### config.mk
export PLATFORM = sky130hd
export DESIGN_NAME = mult_share_arbiter
export DESIGN_NICKNAME = d
export VERILOG_FILES = /design/src/rtl/mult_share_pkg.sv /design/src/rtl/mult_share_arbiter_mul.sv /design/src/rtl/mult_share_arbiter.sv
export SDC_FILE = /design/constraint.sdc
export NUM_CORES = 1
export LEC_CHECK = 0
export ABC_AREA = 1
export CORE_MARGIN = 2
export CORE_UTILIZATION = 48
export CTS_BUF_LIST = sky130_fd_sc_hd__clkbuf_4
export CTS_CLUSTER_DIAMETER = 200
export CTS_CLUSTER_SIZE = 25
export DETAILED_ROUTE_END_ITERATION = 8
export PLACE_DENSITY = 0.79
export SLEW_MARGIN = 20
export SYNTH_ARGS = -nofsm -noshare
export SYNTH_HDL_FRONTEND = slang
export SYNTH_HIERARCHICAL = 1
export SYNTH_SLANG_ARGS = --single-unit
### constraint.sdc
create_clock -name clk -period 2.6 [get_ports clk]
set_clock_uncertainty 0.15 [all_clocks]
set_input_delay 0.52 -clock clk [delete_from_list [all_inputs] [get_ports clk]]
set_output_delay 0.52 -clock clk [all_outputs]
set_load 0.01 [all_outputs]
### src/rtl/mult_share_pkg.sv
// Shared encodings for the two-requester multiplier arbiter: FSM state codes,
// grant identifiers and the round-robin pick.
package mult_share_pkg;

  localparam logic [1:0] IDLE = 2'd0;
  localparam logic [1:0] MUL  = 2'd1;
  localparam logic [1:0] DONE = 2'd2;

  localparam logic GNT0 = 1'b0;
  localparam logic GNT1 = 1'b1;

  typedef enum logic [1:0] {
    ST_IDLE = IDLE,
    ST_MUL  = MUL,
    ST_DONE = DONE
  } state_e;

  // On contention the requester that did not win last time is chosen.
  function automatic logic pick_grant(input logic r0, input logic r1, input logic last);
    if (r0 && r1) return ~last;
    else if (r1)   return GNT1;
    else           return GNT0;
  endfunction

endpackage

### src/rtl/mult_share_arbiter_mul.sv
// Unsigned combinational multiplier producing the full 2n-bit product.
module multiplyOperator #(
  parameter int n = 4
) (
  input  logic [n-1:0]   A,
  input  logic [n-1:0]   B,
  output logic [2*n-1:0] Z
);

  assign Z = {{n{1'b0}}, A} * {{n{1'b0}}, B};

endmodule

### src/rtl/mult_share_arbiter.sv
// Round-robin sharing of one multiplier between two requesters; operands are
// latched at grant, the product is captured one cycle later and announced by done.
module mult_share_arbiter
  import mult_share_pkg::*;
#(
  parameter int n = 4
) (
  input  logic           clk,
  input  logic           rst,
  input  logic           req0,
  input  logic [n-1:0]   a0,
  input  logic [n-1:0]   b0,
  input  logic           req1,
  input  logic [n-1:0]   a1,
  input  logic [n-1:0]   b1,
  output logic           done0,
  output logic           done1,
  output logic [2*n-1:0] z,
  output logic           busy
);

  state_e         state_q;
  logic [n-1:0]   op_a_q;
  logic [n-1:0]   op_b_q;
  logic           gnt_q;
  logic           last_grant_q;
  logic [2*n-1:0] z_q;
  logic           done0_q;
  logic           done1_q;
  logic           busy_q;

  logic           grant_d;
  logic [2*n-1:0] mul_z;

  always_comb begin
    grant_d = pick_grant(req0, req1, last_grant_q);
  end

  multiplyOperator #(.n(n)) u_mul (
    .A (op_a_q),
    .B (op_b_q),
    .Z (mul_z)
  );

  always_ff @(posedge clk) begin
    if (rst) begin
      state_q      <= ST_IDLE;
      op_a_q       <= '0;
      op_b_q       <= '0;
      gnt_q        <= GNT0;
      last_grant_q <= GNT1;
      z_q          <= '0;
      done0_q      <= 1'b0;
      done1_q      <= 1'b0;
      busy_q       <= 1'b0;
    end else begin
      done0_q <= 1'b0;
      done1_q <= 1'b0;
      case (state_q)
        ST_IDLE: begin
          if (req0 || req1) begin
            gnt_q        <= grant_d;
            last_grant_q <= grant_d;
            op_a_q       <= (grant_d == GNT1) ? a1 : a0;
            op_b_q       <= (grant_d == GNT1) ? b1 : b0;
            state_q      <= ST_MUL;
            busy_q       <= 1'b1;
          end
        end
        ST_MUL: begin
          z_q     <= mul_z;
          state_q <= ST_DONE;
        end
        ST_DONE: begin
          // Requests are ignored here; the pulse appears as we return to IDLE.
          done0_q <= (gnt_q == GNT0);
          done1_q <= (gnt_q == GNT1);
          state_q <= ST_IDLE;
          busy_q  <= 1'b0;
        end
        default: begin
          state_q <= ST_IDLE;
          busy_q  <= 1'b0;
        end
      endcase
    end
  end

  assign done0 = done0_q;
  assign done1 = done1_q;
  assign z     = z_q;
  assign busy  = busy_q;

endmodule

# Word level (Yosys, flattened, before mapping)
# Cells that the tools add are included.
[word_totals]
register_bits = 23
out_inout_bits = 11
wordCells = 31
[classes]
mul = 1
n_eq_ne = 3
mux = 8
bitwise_logic = 4
n_reduce_logical = 6
[op_table]
columns = ["op", "n"]
rows = [
  ["$mul A4 B4 Y8", 1],
  ["$mux W4", 2],
  ["$not A1 Y1", 4],
  ["$pmux W2 S2", 1],
  ["$reduce_and A2 Y1", 2],
  ["$mux W1", 3],
  ["$eq A2 B1 Y1 const B", 1],
  ["$eq A2 B2 Y1 const B", 1],
  ["$logic_not A2 Y1", 1],
  ["$mux W2", 1],
  ["$ne A2 B2 Y1 const B", 1],
  ["$pmux W1 S2", 1],
  ["$reduce_or A2 Y1", 1],
  ["$logic_and A1 B1 Y1", 1],
  ["$logic_or A1 B1 Y1", 1],
]

# Logic depth before layout (Yosys ltp)
[depth]
word_depth = 3
mapped_depth = 13

# Hierarchy
# Netlist, hierarchy kept.
[modules_own_cells]
columns = ["mod", "n_inst", "cells_each", "area_per_inst_um2"]
rows = [
  ["mult_share_arbiter", 1, 140, 1018.5],
  ["multiplyOperator", 1, 70, 467.9],
]

# Worst setup path after synthesis
# OpenSTA, ideal clock, no wires.
[synth_path]
path_kind = "register -> register"
from = "register op_a_q[0]"
to = "register z_q[6] (netlist: z[6])"
arrival_time_ps = 2412
t_required_ps = 2334
path_slack_ps = -78
path_stages_with_launch = 11
synth_period_minus_slack_ps = 2678
cell_sequence = "dfxtp_1 > nand2_1 > fa_1 > inv_1 > fa_1 > fa_1 > nand3_1 > nand2_1 > xor2_1 > nor2_1 > nor2_1"
[synth_via]
elab_chain_cells = 1
[synth_rtl]
columns = ["element", "line", "source"]
rows = [
  ["start: declaration", "mult_share_arbiter.sv:23", "logic [n-1:0] op_a_q;"],
  ["start signal: assignment", "mult_share_arbiter.sv:64", "op_a_q <= (grant_d == GNT1) ? a1 : a0;"],
  ["$mul A4 B4 Y8", "mult_share_arbiter_mul.sv:10", "assign Z = {{n{1'b0}}, A} * {{n{1'b0}}, B};"],
  ["via mul_z[6]", "mult_share_arbiter.sv:33", "logic [2*n-1:0] mul_z;"],
  ["end signal: assignment", "mult_share_arbiter.sv:71", "z_q <= mul_z;"],
  ["end: declaration", "mult_share_arbiter.sv:27", "logic [2*n-1:0] z_q;"],
]
# The timed path passes the listed nets, and every way through them passes these cells.
# A chain may end at the register's enable or synchronous reset.

# Worst setup path in the final report
[layout_path]
from = "register op_a_q[1]"
to = "register z_q[7] (netlist: z[7])"
# Same word-level chain as after synthesis.

==> flow_metrics.py <==
metrics = {
    "synth": {
        "syn_nets": 246,
        "ys_seq_area_frac": 0.310,
        "synth_edf_count": 0,
        "avgSynthCellArea_um2": 7.08,
        "ys_top_cells_by_count": "nand2_1, nor2_1, inv_1, dfxtp_1, nand3_1",
        "synth_warnings": 6,
        "ys.flop_type": "dfxtp_1",
        "synth_area_um2": 1490,
        "synth_seq_cells": 23,
        "ys_async_sr_fraction": 0,
        "synth_top_area_cell": "dfxtp_1",
        "synth.area.top_cells": "dfxtp_1, nand2_1, ha_1, nor2_1, inv_1",
        "syn_inst": 210,
        "ys_types": 22,
        "yosys.area.top_type_share": 0.310,
        "synth_most_common_cell": "nand2_1",
    },
    "placed_design": {
        "port_buffers": 30,
        "dpl.hpwl_um": 2160,
        "place_ws_ns": 0.00621,
        "gp_congestion": 0.846,
    },
    "setup_path": {
        "cp-start-kind": "flop",
        "cp.depth": 13,
        "crit_fanout": 2,
        "cp_cell_sequence": "nand2_1 -> fa_1 -> inv_2 -> fa_2 -> ha_4 -> nand2_2 -> nor2_2 -> nand2_2 -> nand3_2 -> nand2_1 -> nand2_1 -> nor2_1 -> nor2_1",
        "reg2reg_from": "op_a_q[1]$_SDFFE_PP0P_",
        "endpoint_kind": "flop",
        "cp_data_arrival_time_ns": 2.60,
        "required_ns": 2.66,
        "cp_common_cell": "nand2_1",
        "critPathMaxStageDelay_ns": 0.61,
        "cp_top_family": "adder cells",
        "slowest_stage": "fa_2",
        "critPathKind": "flop to flop",
        "startpoint": "op_a_q[1]$_SDFFE_PP0P_",
        "cp.buffers_inverters": 1,
        "r2r_cells": 13,
    },
    "grt": {
        "grt_pass1_wl_um": 4950,
        "grt_pass1_vias": 1254,
        "antenna_found_initial": 0,
        "grt_max_degree": 19,
        "track_usage": 0.177,
        "globalRoute.totalOverflow": 0,
    },
    "sta": {
        "period_needed_ns": 2.54,
        "rsz0062_at_grt": "true",
        "worst_slew_pin_slew_ns": 0.502,
        "fmax_mhz": 394,
        "final.period_utilization": 0.975,
        "finalHoldViolations": 0,
        "slew_viol_final": 0,
        "setup_viol": 0,
        "slew_headroom": 0.665,
        "worst_slack_ns": 0.0642,
        "fin_tns_setup_ns": 0,
    },
    "detailed_routing": {
        "wl_um": 2790,
        "drtPass1Iterations": 4,
        "vias": 1317,
        "via_per_inst": 4.70,
        "wl_per_cell_um": 9.96,
        "ant_nets": 0,
        "drc": 0,
        "drtIter0Drc": 56,
    },
    "finish": {
        "antenna_cells": 0,
        "fin_nets": 284,
        "multi_input_area_um2": 900,
        "areaGrowthSynthToFinish_pct": 28.6,
        "drive_gt1_frac": 0.158,
        "n_fill_cell": 294,
        "register_area_um2": 467,
    },
    "power_and_ir_drop": {
        "leakage_uw": 0.00104,
        "finalPower_uw": 836,
        "cellPowerDensity_nw_per_um2": 437,
        "vdd_ir_drop_max_v": 0.000208,
    },
    "run_status": {
        "outcome": "complete, no violations",
    },
    "clock_tree": {
        "cts_hold_buf": 0,
        "postCtsSetupRepairBufs": 0,
        "cts_tree": "built",
        "clk_pin_slew_ns": 0.13,
        "cts_buffers": 3,
        "cts_resized": 0,
        "clock_latency_ns": 0.30,
        "htreeDepth": 1,
        "clk_path_buf_depth": 2,
        "clkSinkCount": 23,
        "ctsRootBufferMaster": "clkbuf_4",
    },
    "floorplanning": {
        "initial_core_util": 0.495,
        "die_h_um": 59.7,
        "ioPinCount": 31,
        "fp-row-count": 20,
        "core_area_um2": 3000,
        "die_w_um": 59.7,
        "die_area_um2": 3560,
    },
    "hold_path": {
        "worstHoldPathType": "flop to flop",
        "hp-start": "gnt_q$_SDFFE_PP0P_",
        "whs_path_depth": 1,
    },
    "flow_run": {
        "cap_viol_max_count": 0,
    },
}
[stage by stage]
step	utilization	area [µm²]	cells	hold WS, ns
2_1_floorplan	-	1490	210	0.275
3_3_place_gp	0.613	1840	276	0.288
3_5_place_dp	0.613	1840	276	0.295
4_1_cts	0.622	1870	280	0.312
5_1_grt	0.637	1910	280	0.342
6_report	0.637	1910	280	0.315
[path summary, 6_finish.rpt]
path | slack [ns] | end
worst min-delay path | 0.32 | done0$_SDFF_PP0_
worst max register to register | 0.06 | z[7]$_SDFFE_PP0N_
worst min register to register | 0.32 | done0$_SDFF_PP0_
worst max-delay path | 0.06 | z[7]$_SDFFE_PP0N_
[cell usage in the layout, fill, tap and decap left out, types with 2 or more instances in the layout]
master / n
nand3_2: 3
nor2_4: 2
xor2_1: 3
dfxtp_2: 5
nand3_1: 12
nand2_2: 7
inv_1: 29
nand2_1: 47
clkbuf_4: 3
a21oi_1: 3
a21boi_0: 7
dfxtp_1: 18
clkdlybuf4s50_1: 30
fa_2: 2
ha_1: 10
inv_2: 2
nor2_1: 37
nor2_2: 2
fa_1: 2
o21ai_0: 8
buf_4: 8
[metal layers]
layer	share of wire	wire length, µm	GRT usage	vias to the layer above
met5	0	0	0	-
met4	0.0086	24	0.0635	0
met3	0.032	89	0.0325	2
met2	0.50	1400	0.301	27
met1	0.46	1280	0.223	568
li1	-	-	-	720
[sequential cells by signal, summed over array words and instances, names as in the netlist]
name and cells:
op_a_q 4, op_b_q 4, gnt_q 1, z 8, busy 1, last_grant_q 1, done1 1, state_q 2
done0 1
[cell families after synthesis]
| logic type | share of synthesized area |
|---|---|
| buffers and inverters | 0.112 |
| AO/OA/AOI/OAI | 0.0892 |
| AND/OR/NAND/NOR | 0.317 |
| adder cells (fa/ha/maj) | 0.155 |
| XOR/XNOR | 0.0177 |
| flip-flops | 0.310 |
[area by class of cell]
| type | instances | share of cell area |
|---|---|---|
| Sequential cell | 23 | 0.244 |
| Tap cell | 33 | 0.0216 |
| Clock buffer | 3 | 0.0118 |
| Clock inverter | 1 | 0.00262 |
| Inverter | 31 | 0.0609 |
| Multi-Input combinational cell | 151 | 0.471 |
| Timing Repair Buffer | 38 | 0.188 |
[report_power, final]
part | internal [µW] | leakage, µW | switching (µW)
Clock | 57.3 | 0.0000177 | 102
Sequential | 388 | 0.000191 | 20.1
Combinational | 131 | 0.000830 | 139
Total | 576 | 0.00104 | 260
Power figures use the tool's default switching activity.
